==> src/rtl/uart_pkg.sv <==
// Shared types and constants for the UART command receiver: FSM states,
// default bit timing, die-select encodings and the command classifier.
package uart_pkg;

  localparam int CLKS_PER_BIT_DEFAULT = 868;

  localparam logic [3:0] DIE_NONE   = 4'b1111;
  localparam logic [7:0] ASCII_ZERO = 8'h30;
  localparam logic [7:0] ASCII_SIX  = 8'h36;
  localparam logic [7:0] ASCII_X    = 8'h78;

  typedef enum logic [2:0] {
    S_IDLE,
    S_START,
    S_DATA,
    S_STOP,
    S_BREAK
  } rx_state_t;

  typedef enum logic [1:0] {
    CMD_DIE,
    CMD_CLEAR,
    CMD_BAD
  } cmd_kind_t;

  function automatic cmd_kind_t classify_cmd(input logic [7:0] b);
    if (b >= ASCII_ZERO && b <= ASCII_SIX) return CMD_DIE;
    if (b == ASCII_X)                      return CMD_CLEAR;
    return CMD_BAD;
  endfunction

endpackage

==> src/rtl/uart_rx_cmd_if.sv <==
// Serial input plus received-byte and command outputs of the UART receiver.
// The master side drives the line; the slave side is the receiver.
interface uart_rx_cmd_if;

  logic       i_rx;
  logic [7:0] o_data;
  logic       o_valid;
  logic       o_frame_err;
  logic [3:0] o_dieSelect;
  logic       o_rollReq;
  logic       o_cmd_err;
  logic       o_busy;

  modport master (
    output i_rx,
    input  o_data, o_valid, o_frame_err, o_dieSelect, o_rollReq, o_cmd_err, o_busy
  );

  modport slave (
    input  i_rx,
    output o_data, o_valid, o_frame_err, o_dieSelect, o_rollReq, o_cmd_err, o_busy
  );

endinterface

==> src/rtl/sync2.sv <==
// Two-flop synchronizer for a single asynchronous bit; resets to the
// idle-high level so a reset never looks like a start edge.
module sync2 (
  input  logic i_clk,
  input  logic i_reset,
  input  logic i_d,
  output logic o_q
);

  logic meta;

  // NOTE: sequential state is always written with <= so every flop samples
  // its inputs as they were before the edge, independent of statement order.
  always_ff @(posedge i_clk) begin
    if (i_reset) begin
      meta <= 1'b1;
      o_q  <= 1'b1;
    end else begin
      meta <= i_d;
      o_q  <= meta;
    end
  end

endmodule

==> src/rtl/uart_rx_cmd.sv <==
// 8N1 UART receiver with mid-bit sampling, break handling and a registered
// ASCII command decoder that drives the die-select code.
module uart_rx_cmd
  import uart_pkg::*;
#(
  parameter int CLKS_PER_BIT = CLKS_PER_BIT_DEFAULT
) (
  input  logic         i_clk,
  input  logic         i_reset,
  uart_rx_cmd_if.slave bus
);

  localparam int              CNT_W    = $clog2(CLKS_PER_BIT);
  localparam logic [CNT_W-1:0] CNT_LAST = CNT_W'(CLKS_PER_BIT - 1);
  localparam logic [CNT_W-1:0] CNT_HALF = CNT_W'((CLKS_PER_BIT - 1) / 2);

  logic             rx_s;
  rx_state_t        state;
  logic [CNT_W-1:0] cnt;
  logic [2:0]       bit_idx;
  logic [7:0]       shreg;

  sync2 u_sync (
    .i_clk   (i_clk),
    .i_reset (i_reset),
    .i_d     (bus.i_rx),
    .o_q     (rx_s)
  );

  assign bus.o_busy = (state != S_IDLE);

  // NOTE: the shift register carries no reset; it is only observed through
  // o_data, which is loaded after all eight bits have been freshly sampled.
  always_ff @(posedge i_clk) begin
    if (i_reset) begin
      state           <= S_IDLE;
      cnt             <= '0;
      bit_idx         <= '0;
      bus.o_data      <= 8'h00;
      bus.o_valid     <= 1'b0;
      bus.o_frame_err <= 1'b0;
    end else begin
      bus.o_valid     <= 1'b0;
      bus.o_frame_err <= 1'b0;
      unique case (state)
        S_IDLE: begin
          if (!rx_s) begin
            state <= S_START;
            cnt   <= '0;
          end
        end
        // Re-check the start bit at its centre to reject short glitches.
        S_START: begin
          if (cnt == CNT_HALF) begin
            cnt     <= '0;
            bit_idx <= '0;
            state   <= rx_s ? S_IDLE : S_DATA;
          end else begin
            cnt <= cnt + CNT_W'(1);
          end
        end
        S_DATA: begin
          if (cnt == CNT_LAST) begin
            cnt            <= '0;
            shreg[bit_idx] <= rx_s;
            if (bit_idx == 3'd7) state   <= S_STOP;
            else                 bit_idx <= bit_idx + 3'd1;
          end else begin
            cnt <= cnt + CNT_W'(1);
          end
        end
        S_STOP: begin
          if (cnt == CNT_LAST) begin
            cnt <= '0;
            if (rx_s) begin
              state       <= S_IDLE;
              bus.o_data  <= shreg;
              bus.o_valid <= 1'b1;
            end else begin
              state           <= S_BREAK;
              bus.o_frame_err <= 1'b1;
            end
          end else begin
            cnt <= cnt + CNT_W'(1);
          end
        end
        // A held-low line must return high before another start is accepted.
        S_BREAK: begin
          if (rx_s) begin
            state <= S_IDLE;
            cnt   <= '0;
          end
        end
        default: begin
          state <= S_IDLE;
          cnt   <= '0;
        end
      endcase
    end
  end

  always_ff @(posedge i_clk) begin
    if (i_reset) begin
      bus.o_dieSelect <= DIE_NONE;
      bus.o_rollReq   <= 1'b0;
      bus.o_cmd_err   <= 1'b0;
    end else begin
      bus.o_rollReq <= 1'b0;
      bus.o_cmd_err <= 1'b0;
      if (bus.o_valid) begin
        unique case (classify_cmd(bus.o_data))
          CMD_DIE: begin
            bus.o_dieSelect <= bus.o_data[3:0];
            bus.o_rollReq   <= 1'b1;
          end
          CMD_CLEAR: bus.o_dieSelect <= DIE_NONE;
          default:   bus.o_cmd_err   <= 1'b1;
        endcase
      end
    end
  end

endmodule

==> src/flat_wrapper.sv <==
// flat-port wrapper written by rule: the top's interface ports become plain ports
module uart_rx_cmd_flat import uart_pkg::*;
#(
  parameter int CLKS_PER_BIT = CLKS_PER_BIT_DEFAULT
)
  (i_clk, i_reset, bus_i_rx, bus_o_data, bus_o_valid, bus_o_frame_err, bus_o_dieSelect, bus_o_rollReq, bus_o_cmd_err, bus_o_busy);
  uart_rx_cmd_if bus_i ();
  input  logic i_clk;
  input  logic i_reset;
  input wire logic [$bits(bus_i.i_rx)-1:0] bus_i_rx;
  output wire logic [$bits(bus_i.o_data)-1:0] bus_o_data;
  output wire logic [$bits(bus_i.o_valid)-1:0] bus_o_valid;
  output wire logic [$bits(bus_i.o_frame_err)-1:0] bus_o_frame_err;
  output wire logic [$bits(bus_i.o_dieSelect)-1:0] bus_o_dieSelect;
  output wire logic [$bits(bus_i.o_rollReq)-1:0] bus_o_rollReq;
  output wire logic [$bits(bus_i.o_cmd_err)-1:0] bus_o_cmd_err;
  output wire logic [$bits(bus_i.o_busy)-1:0] bus_o_busy;
  assign bus_i.i_rx = bus_i_rx;
  assign bus_o_data = bus_i.o_data;
  assign bus_o_valid = bus_i.o_valid;
  assign bus_o_frame_err = bus_i.o_frame_err;
  assign bus_o_dieSelect = bus_i.o_dieSelect;
  assign bus_o_rollReq = bus_i.o_rollReq;
  assign bus_o_cmd_err = bus_i.o_cmd_err;
  assign bus_o_busy = bus_i.o_busy;
  uart_rx_cmd #(.CLKS_PER_BIT(CLKS_PER_BIT)) u_core (.i_clk(i_clk), .i_reset(i_reset), .bus(bus_i));
endmodule
==> config.mk <==
export PLATFORM = sky130hd
export DESIGN_NAME = uart_rx_cmd_flat
export DESIGN_NICKNAME = d
export VERILOG_FILES = /design/src/rtl/uart_pkg.sv /design/src/rtl/uart_rx_cmd_if.sv /design/src/rtl/sync2.sv /design/src/rtl/uart_rx_cmd.sv /design/src/flat_wrapper.sv
export SDC_FILE = /design/constraint.sdc
export NUM_CORES = 1
export LEC_CHECK = 0
export ABC_AREA = 1
export CAP_MARGIN = 30
export CORE_MARGIN = 3
export CORE_UTILIZATION = 50
export DETAILED_ROUTE_END_ITERATION = 8
export GPL_TIMING_DRIVEN = 0
export PLACE_DENSITY = 0.79
export SLEW_MARGIN = 40
export SYNTH_ARGS = -nofsm -noshare
export SYNTH_HDL_FRONTEND = slang
export SYNTH_SLANG_ARGS = --single-unit
==> constraint.sdc <==
create_clock -name i_clk -period 2.2 [get_ports i_clk]
set_input_delay 0.55 -clock i_clk [delete_from_list [all_inputs] [get_ports i_clk]]
set_output_delay 0.55 -clock i_clk [all_outputs]
set_load 0.1 [all_outputs]
==> After elaboration in Yosys (flattened, before gate mapping) <==
Cells that the tools add are included.
{ "classes": {"add_sub_neg": 2, "reduce_logical": 17, "n_eq_ne": 16, "n_lt_le_gt_ge": 4, "mux": 39, "bitwise_logic": 4} }
{ "op_table": {"columns": ["cell", "count"], "rows": [
  ["2-to-1 mux 10 bit", 4],
  ["case mux 10 bit (4 select lines)", 1],
  ["2-to-1 mux 3 bit", 10],
  ["case mux 3 bit (5 select lines)", 1],
  ["2-to-1 mux 2 bit", 7],
  ["2-to-1 mux 1 bit", 12],
  ["adder 10 x 1 -> 10 bit, second input constant", 1],
  ["== test 10 bit, second input constant", 1],
  ["== test 10 x 9 -> 1 bit, second input constant", 1],
  ["bitwise mux 8 bit", 1],
  ["== test 8 x 7 -> 1 bit, second input constant", 1],
  [">= comparator 8 x 6 -> 1 bit, second input constant", 1],
  ["<= comparator 8 x 6 -> 1 bit, second input constant", 1],
  ["inequality test 2 x 1 -> 1 bit, second input constant", 4],
  ["case mux 4 bit (2 select lines)", 1],
  ["== test 3 x 2 -> 1 bit, second input constant", 2],
  ["== test 3 bit, second input constant", 2],
  ["inequality test 2 bit, second input constant", 3],
  ["case mux 3 bit (2 select lines)", 1],
  ["AND reduction 3 bit", 2],
  ["AND reduction 6 bit", 1],
  ["OR reduction 2 bit", 3],
  ["< comparator 3 x 4 -> 1 bit, second input constant", 1],
  ["inverter 1 bit", 4],
  ["other kinds (13)", 16]
]} }
{ "word_totals": {"elab_cells": 94, "ff_bits": 42, "out_inout_bits": 17, "inputBits": 3} }

==> Longest topological paths before layout <==
{ "logic_depth": {"word_depth": 15, "depth_mapped": 11, "mapped_depth_nobuf": 11} }

==> Modules after synthesis <==
A second synthesis with hierarchy kept.
{ "unflattened": {"hier_cells": 258, "hier_area_um2": 1941.9} }
{ "by_module_without_submodules": {"columns": ["module", "cells_per_inst", "area_each_um2", "seq_area_each_um2", "n_inst"], "rows": [
  ["uart_rx_cmd", 251, 1883.1, 880.8, 1],
  ["sync2", 7, 58.8, 40.0, 1]
]} }

==> Worst setup path after synthesis <==
No wires, ideal clock.
{ "synth_path": {"path_type": "reg2reg", "start": "register u_core.bus.o_data[5]", "end": "register u_core.bus.o_dieSelect[1]", "setup_time_ps": 129, "t_required_ps": 2071, "path_stages_with_launch": 8, "setup_slack_ps": 309, "period_less_slack_ps": 1891, "arrival_ps": 1763, "n_path_buf": 0, "cell_sequence": "dfxtp_1 -> nand2_1 -> inv_1 -> nand3_1 -> nand2_1 -> nand2_1 -> nand2_1 -> nand3_1"} }
{ "synth_via": {"elab_chain_len": 12, "word_cells_on_any_way": 21, "cone_classes": "2 x order compare; 2 x eq/ne; 13 x mux; 4 x reduce/logical"} }
{ "synth_lines": {"columns": ["item", "line", "source"], "rows": [
  ["start: declaration", "uart_rx_cmd_if.sv:21", "output o_data, o_valid, o_frame_err, o_dieSelect, o_rollReq, o_cmd_err, o_busy"],
  ["start signal: assignment", "uart_rx_cmd.sv:77", "bus.o_data <= shreg;"],
  ["branches (longest 6 deep; another with >= comparator 8 x 6 -> 1 bit)", null, null],
  ["2-to-1 mux 2 bit *", "uart_pkg.sv:28", "if (b == ASCII_X) return CMD_CLEAR;"],
  ["2-to-1 mux 2 bit *", "uart_rx_cmd.sv:110", "if (bus.o_valid) begin"],
  ["2-to-1 mux 2 bit *", "uart_rx_cmd.sv:103", "if (i_reset) begin"],
  ["== test 2 x 1 -> 1 bit / logical NOT 2 bit (equally long branches)", "uart_rx_cmd.sv:111", "unique case (classify_cmd(bus.o_data))"],
  ["nonzero test 2 bit (no source line)", null, null],
  ["AND reduction 2 bit (no source line)", null, null],
  ["end signal: assignment", "uart_rx_cmd.sv:113", "bus.o_dieSelect <= bus.o_data[3:0];"],
  ["end: declaration", "uart_rx_cmd_if.sv:21", null]
]} }
Every way passes the cells marked *. The select of a mux whose other input is x is not followed.
A chain may end at the register's enable or synchronous reset.

==> Worst setup path after layout <==
{ "layout_path": {"start": "register u_core.state[0]", "end": "output bus_o_busy"} }
{ "layout_via": {"elab_chain_len": 1} }
{ "layout_lines": {"columns": ["item", "line", "source"], "rows": [
  ["start: declaration", "uart_rx_cmd.sv:18", "rx_state_t state;"],
  ["start signal: assignment", "uart_rx_cmd.sv:57", "state <= rx_s ? S_IDLE : S_DATA;"],
  ["nonzero test 3 bit", "uart_rx_cmd.sv:30", "assign bus.o_busy = (state != S_IDLE);"],
  ["end: declaration", "flat_wrapper.sv:17", "output wire logic [$bits(bus_i.o_busy)-1:0] bus_o_busy;"]
]} }
No other way between the ends.

==> impl_metrics.json <==
{
  "slowest_stage": "dfxtp_1",
  "gp_congestion": 0.929,
  "period_share": 0.849,
  "finalCriticalPeriod_ps": 1870,
  "die_area_um2": 4920,
  "drive_above_1_share": 0.197,
  "ys_types": 29,
  "crit_path_max_incr_delay_ps": 470,
  "final_common_cell": "nand2_1",
  "start_util": 0.542,
  "critPathLaunchType": "flip-flop",
  "clk_latency_ps": 290,
  "power_density_nw_per_um2": 986,
  "crit_type": "reg2out",
  "grt_overflow": 0,
  "dr.max_layer_used": "met4",
  "vias": 1742,
  "areaGrowthSynthToFinish_pct": 13.2,
  "placedCellCount": 329,
  "antenna_found_initial": 0,
  "end_kind": "output port",
  "synth_warnings": 0,
  "cts_root_buf": "clkbuf_8",
  "status": "complete, no violations",
  "path_clk_slew_ps": 70,
  "maxCapViolCount": 0,
  "slew_violations": 0,
  "rows": 22,
  "grt_pass1_vias": 1691,
  "post_cts_buffers": 0,
  "worst_ep_arrival_time_ps": 1320,
  "switchingPower_uw": 876,
  "p_seq_frac": 0.380,
  "tightest_slew_ps": 480,
  "ys_seq_area_frac": 0.448,
  "synth-async-reset-ratio": 0,
  "cts_max_level": 2,
  "clock_skew_ps": 6.29,
  "numCtsBuffers": 5,
  "drc": 0,
  "final_cell_mix": "nand2_1, dfxtp_1, nor2_1, inv_1, nand3_1",
  "syn-cell-area_um2": 2060,
  "wire_per_inst_um": 11.7,
  "wl_met2_um": 1820,
  "dp_hpwl_um": 2930,
  "comb_power_share": 0.348,
  "switching_share": 0.381,
  "relSlewSlack": 0.680,
  "final_antenna_net_count": 0,
  "cts_sinks": 42,
  "p_int_uw": 1420,
  "synth_ff_type": "dfxtp_1",
  "cts_resized": 0,
  "die_h_um": 70.1,
  "grtUsageTotal": 0.176,
  "final.fill_count": 345,
  "synth_nets": 270,
  "yosys_register_bits": 42,
  "final_core_util": 0.613,
  "crit_path_max_fanout": 5,
  "wl_met3_um": 235,
  "fmax_mhz": 535,
  "via_per_inst": 5.17,
  "die_x_um": 70.1,
  "clk_path_buf_depth": 2,
  "crit_path_cell_trace": "nor2_2 > nand2_1 > buf_2",
  "hold_violations": 0,
  "n_antenna_cell": 0,
  "netlist_instances": 263,
  "setup_violations": 0,
  "fin_setup_tns_ps": 0,
  "coreArea_um2": 3800,
  "worstPathRequired_ps": 1650,
  "instances_no_fill": 337,
  "p_leak_uw": 0.00108,
  "multiInputGateArea_um2": 977,
  "holdBufCountCts": 0,
  "ir_worst_vdd_mv": 1.20,
  "synth_edf_count": 8,
  "drt-initial-drc-count": 106,
  "ioPinCount": 20,
  "cts_tree": "done",
  "m1WireLength_um": 1830,
  "portBuffers": 18,
  "num-nets-final": 295,
  "seq_area_um2": 921,
  "rsz0062_at_grt": "no",
  "p_clk_frac": 0.271,
  "dr.pass1.iters": 4,
  "synth_area_per_cell_um2": 7.82,
  "routed_wl_um": 3950,
  "grt_first_pass_wirelength_um": 7120,
  "worstHoldPathType": "reg2reg",
  "grt_max_degree": 14
}
state kept, by name, indices dropped and copies added (netlist names):
name                    flops
u_core.bus.o_cmd_err        1
u_core.cnt                 10
u_core.u_sync.o_q           1
u_core.bus.o_data           8
u_core.bit_idx              3
u_core.u_sync.meta          1
u_core.shreg                8
u_core.bus.o_dieSelect      4
u_core.bus.o_valid          1
u_core.bus.o_rollReq        1
u_core.bus.o_frame_err      1
u_core.state                3
kinds of logic (layout without fill, tap and decap cells):
kind of cell    Yosys count  after routing  share of synthesized area
simple gates            150            150                      0.378
compound gates           27             27                     0.0724
flops                    42             42                      0.448
fa+ha+maj                 4              4                     0.0243
buf+inv                  40             66                     0.0772
critical path: cells and delay by family, from the launching register on:
family | cells | cell delay (ps)
buffers and inverters | 1 | 410
flip-flops | 1 | 470
AND/OR/NAND/NOR | 2 | 150
routing by layer:
metal / GRT usage / up-vias
li1: - / 906
met1: 0.218 / 781
met2: 0.282 / 49
met3: 0.0518 / 6
met4: 0.0787 / 0
met5: 0 / -
synth_stat cells (all sizes together), types with 2 or more instances:
| cell type | n | area share |
|---|---|---|
| ha | 4 | 0.024 |
| a22oi | 2 | 0.0073 |
| clkbuf | 3 | 0.0055 |
| inv | 34 | 0.062 |
| nor2 | 41 | 0.10 |
| edfxtp | 8 | 0.12 |
| dfxtp | 34 | 0.33 |
| o21ai | 13 | 0.032 |
| buf | 2 | 0.0079 |
| nand3 | 26 | 0.082 |
| o211ai | 3 | 0.011 |
| nor3 | 15 | 0.036 |
| a21oi | 8 | 0.019 |
| nand4 | 7 | 0.027 |
| nand2 | 59 | 0.13 |
| or2 | 2 | 0.0061 |
path summary, 6_finish.rpt:
path,startpoint,to,slack (ps),depth (start not counted)
worst max-delay path,u_core.state[0],bus_o_busy,330,3
worst min-delay path,u_core.u_sync.meta,u_core.u_sync.o_q,420,1
worst max register to register,u_core.cnt[0],u_core.shreg[2],450,7
worst min register to register,u_core.u_sync.meta,u_core.u_sync.o_q,420,1
power groups by stage:
stage | Clock [uW] | Combinational, uW | Sequential [uW]
finish | 622 | 800 | 873
detailed placement | 0 | 788 | 891
CTS | 639 | 804 | 873
global route | 673 | 892 | 880
global placement | 0 | 795 | 889
floorplan | 0 | 658 | 881
layout make-up:
| type | count | share of cell area |
|---|---|---|
| buffer | 5 | 0.0118 |
| sequential | 42 | 0.395 |
| timing repair buffer | 18 | 0.0408 |
| clock buffer | 7 | 0.0371 |
| tap | 48 | 0.0258 |
| clock inverter | 1 | 0.0129 |
| multi-input combinational | 181 | 0.420 |
| inverter | 35 | 0.0564 |
through the flow:
| step | hold slack, ps | setup WS (ps) | area (um^2) | total power [uW] |
|---|---|---|---|---|
| 2_1_floorplan | 389 | 309 | 2060 | 1540 |
| 6_report | 425 | 333 | 2330 | 2300 |
| 3_3_place_gp | 394 | -57.5 | 2300 | 1680 |
| 5_1_grt | 444 | 257 | 2330 | 2440 |
| 4_1_cts | 431 | 319 | 2330 | 2320 |
| 3_5_place_dp | 410 | 456 | 2210 | 1680 |
Power figures use the tool's default switching activity.
==> edit, RTL diff (same settings) <==
Encoding of `rx_state_t`: now one-hot (5 bits for 5 states).
--- a/src/rtl/uart_pkg.sv
+++ b/src/rtl/uart_pkg.sv
@@ -10,10 +10,10 @@
   localparam logic [7:0] ASCII_X    = 8'h78;
 
-  typedef enum logic [2:0] {
-    S_IDLE,
-    S_START,
-    S_DATA,
-    S_STOP,
-    S_BREAK
+  typedef enum logic [4:0] {
+    S_IDLE  = 5'b00001,
+    S_START = 5'b00010,
+    S_DATA  = 5'b00100,
+    S_STOP  = 5'b01000,
+    S_BREAK = 5'b10000
   } rx_state_t;
 
Function: no difference found for any inputs over 10 cycles, from zero or initial values and one cycle with i_reset high; not proved beyond that.
==> edit against the original RTL <==
Combinational power up 20%; core utilization down 2.7 points; final area up 11%; sequential power up 11%; maximum frequency down 3.5%; cell count up 11%; worst setup slack worse by 0.068 ns; routed wire length up 18%; global-route usage up 0.83 points; sequential cell count up 2; die area up 11%; area after synthesis up 12%; count of clock-buffer cells in the layout down 2; total power up 11%; critical path type unchanged; highest routed layer unchanged.
==> edit: results (changes against the original RTL) <==
final_layout:
  final_layout_size_suffix_gt1_share_pct: 22.60  # was 19.72%
  fin_nets: 329  # was 295
  fill_cells: 412  # was 345
cts:
  post_cts_buffers: 0  # unchanged
  clock_tree.buffer_depth: 2  # unchanged
  htree_num_levels: 2  # unchanged
  worst_setup_hold_path_clk_slew_ns: 0.09  # was 0.07 ns
logic_synthesis:
  post_synth_num_cell_types: 31  # was 29
  synth_nets: 303  # was 270
  synth_seq_area_share_pct: 41.67  # was 44.77%
  netlist_top_cells_count: "sky130_fd_sc_hd__nand2_1, sky130_fd_sc_hd__nor2_1, sky130_fd_sc_hd__dfxtp_1, sky130_fd_sc_hd__inv_1, sky130_fd_sc_hd__nand3_1"  # was sky130_fd_sc_hd__nand2_1, sky130_fd_sc_hd__dfxtp_1, sky130_fd_sc_hd__nor2_1, sky130_fd_sc_hd__inv_1, sky130_fd_sc_hd__nand3_1
  ys_top_cells_by_area: "sky130_fd_sc_hd__dfxtp_1, sky130_fd_sc_hd__edfxtp_1, sky130_fd_sc_hd__nand2_1"  # unchanged
power_and_ir_drop:
  max-vdd-ir-drop_v: 0.0005411  # was 0.001195 V
  static-leakage-power_nw: 1.144  # was 1.083 nW
timing:
  setup_viol_count_final: 0  # unchanged
  finClkSkew_ns: 0.006982  # was 0.006292 ns
  timing.max_slew.rel_slack_pct: 64.78  # was 68.01%
placed_design:
  dpl_cell_area_sq_um: 2476  # was 2212 sq um
  place_congestion: 0.9377  # was 0.9292
  pre_cts_ws_ns: 0.1121  # was 0.4560 ns
  detailed_place_hpwl_mm: 3.427  # was 2.931 mm
  portBuffers: 19  # was 18
critical_path:
  crit_slowest_cell: "sky130_fd_sc_hd__buf_2"  # was sky130_fd_sc_hd__dfxtp_1
  worstPathMaxFanout: 5  # unchanged
  arrival_ns: 1.39  # was 1.32 ns
  critPathMaxStageDelay_ns: 0.43  # was 0.47 ns
grt:
  grt_start_max_net_pins: 15  # was 14
  grt_usage_pct: 18.43  # was 17.59%
  wire_length_of_the_first_global_routing_pass_mm: 7.741  # was 7.120 mm
  first_global_vias: 1788  # was 1691
routing:
  drt_iter0_markers: 138  # was 106
  post_drt_via_cell_ratio: 5.211  # was 5.169
  wl_per_cell_um: 12.41  # was 11.73 um
run_status:
  run_status: "complete, no violations"  # unchanged
hold_path:
  min_path_cells: 1  # unchanged
  hp-class: "reg -> reg"  # unchanged
edit: cell types whose count changed in the layout (fill, tap and decap cells not counted), sizes merged, moves of 3 or more:
cell,unedited run,this run
clkbuf,10,6
xor2,0,3
nor2,41,49
nand2,59,63
inv,34,42
nor3,15,20
nand4,7,12
edit: stage by stage:
step | cells | utilization (%) | hold WS (ns)
finish | 375 | 58.62 | 0.4159
global route | 375 | 58.62 | 0.4299
CTS | 375 | 58.62 | 0.4208
detailed placement | 367 | 56.09 | 0.4034
global placement | 367 | 58.02 | 0.3948
floorplan | 296 | - | 0.3895
edit: cell type report:
type	instances	area [sq um]	area share, %
timing repair buffer	19	105.1	4.062
multi-input combinational	205	1156	44.68
inverter	42	157.7	6.093
tap	52	65.06	2.515
sequential	44	960.9	37.14
clock buffer	5	68.82	2.660
buffer	5	31.28	1.209
clock inverter	3	42.54	1.644
edit: report_power, final:
group / switching [mW] / internal, mW / leakage [nW]
logic: 0.678 / 0.285 / 0.726
clock network: 0.289 / 0.336 / 0.0558
registers: 0.0820 / 0.888 / 0.362
total: 1.05 / 1.51 / 1.14
edit: worst paths after layout:
path	startpoint	endpoint	slack [ns]
min reg2reg	u_core.u_sync.meta	u_core.u_sync.o_q	0.42
min	u_core.u_sync.meta	u_core.u_sync.o_q	0.42
max reg2reg	u_core.cnt[0]	u_core.shreg[6]	0.28
max	u_core.state[4]	bus_o_busy	0.26
edit: critical path: cells and delay by family, from the launching register on:
| kind | cells | cell delay [ns] |
|---|---|---|
| buf+inv | 2 | 0.56 |
| flops | 1 | 0.38 |
| simple gates | 1 | 0.13 |
edit: cell families (layout without fill, tap and decap cells):
group | after synthesis | in the layout | synth area share [%]
buffers and inverters | 47 | 74 | 8.193
adder cells (fa/ha/maj) | 4 | 4 | 2.170
flip-flops | 44 | 44 | 41.67
AND/OR/NAND/NOR | 174 | 174 | 41.51
XOR/XNOR | 3 | 3 | 1.140
AO/OA/AOI/OAI | 24 | 24 | 5.318
edit: per-layer routing:
layer  vias up  GRT usage [%]  routed length (um)  share of wire (%)
met1       897          22.51                2126                 46
li1       1011              -                   -                  -
met4         0          8.048                  79                1.7
met3         8          3.830                 156                3.4
met5         -              0                   0                  0
met2        38          31.20                2289                 49
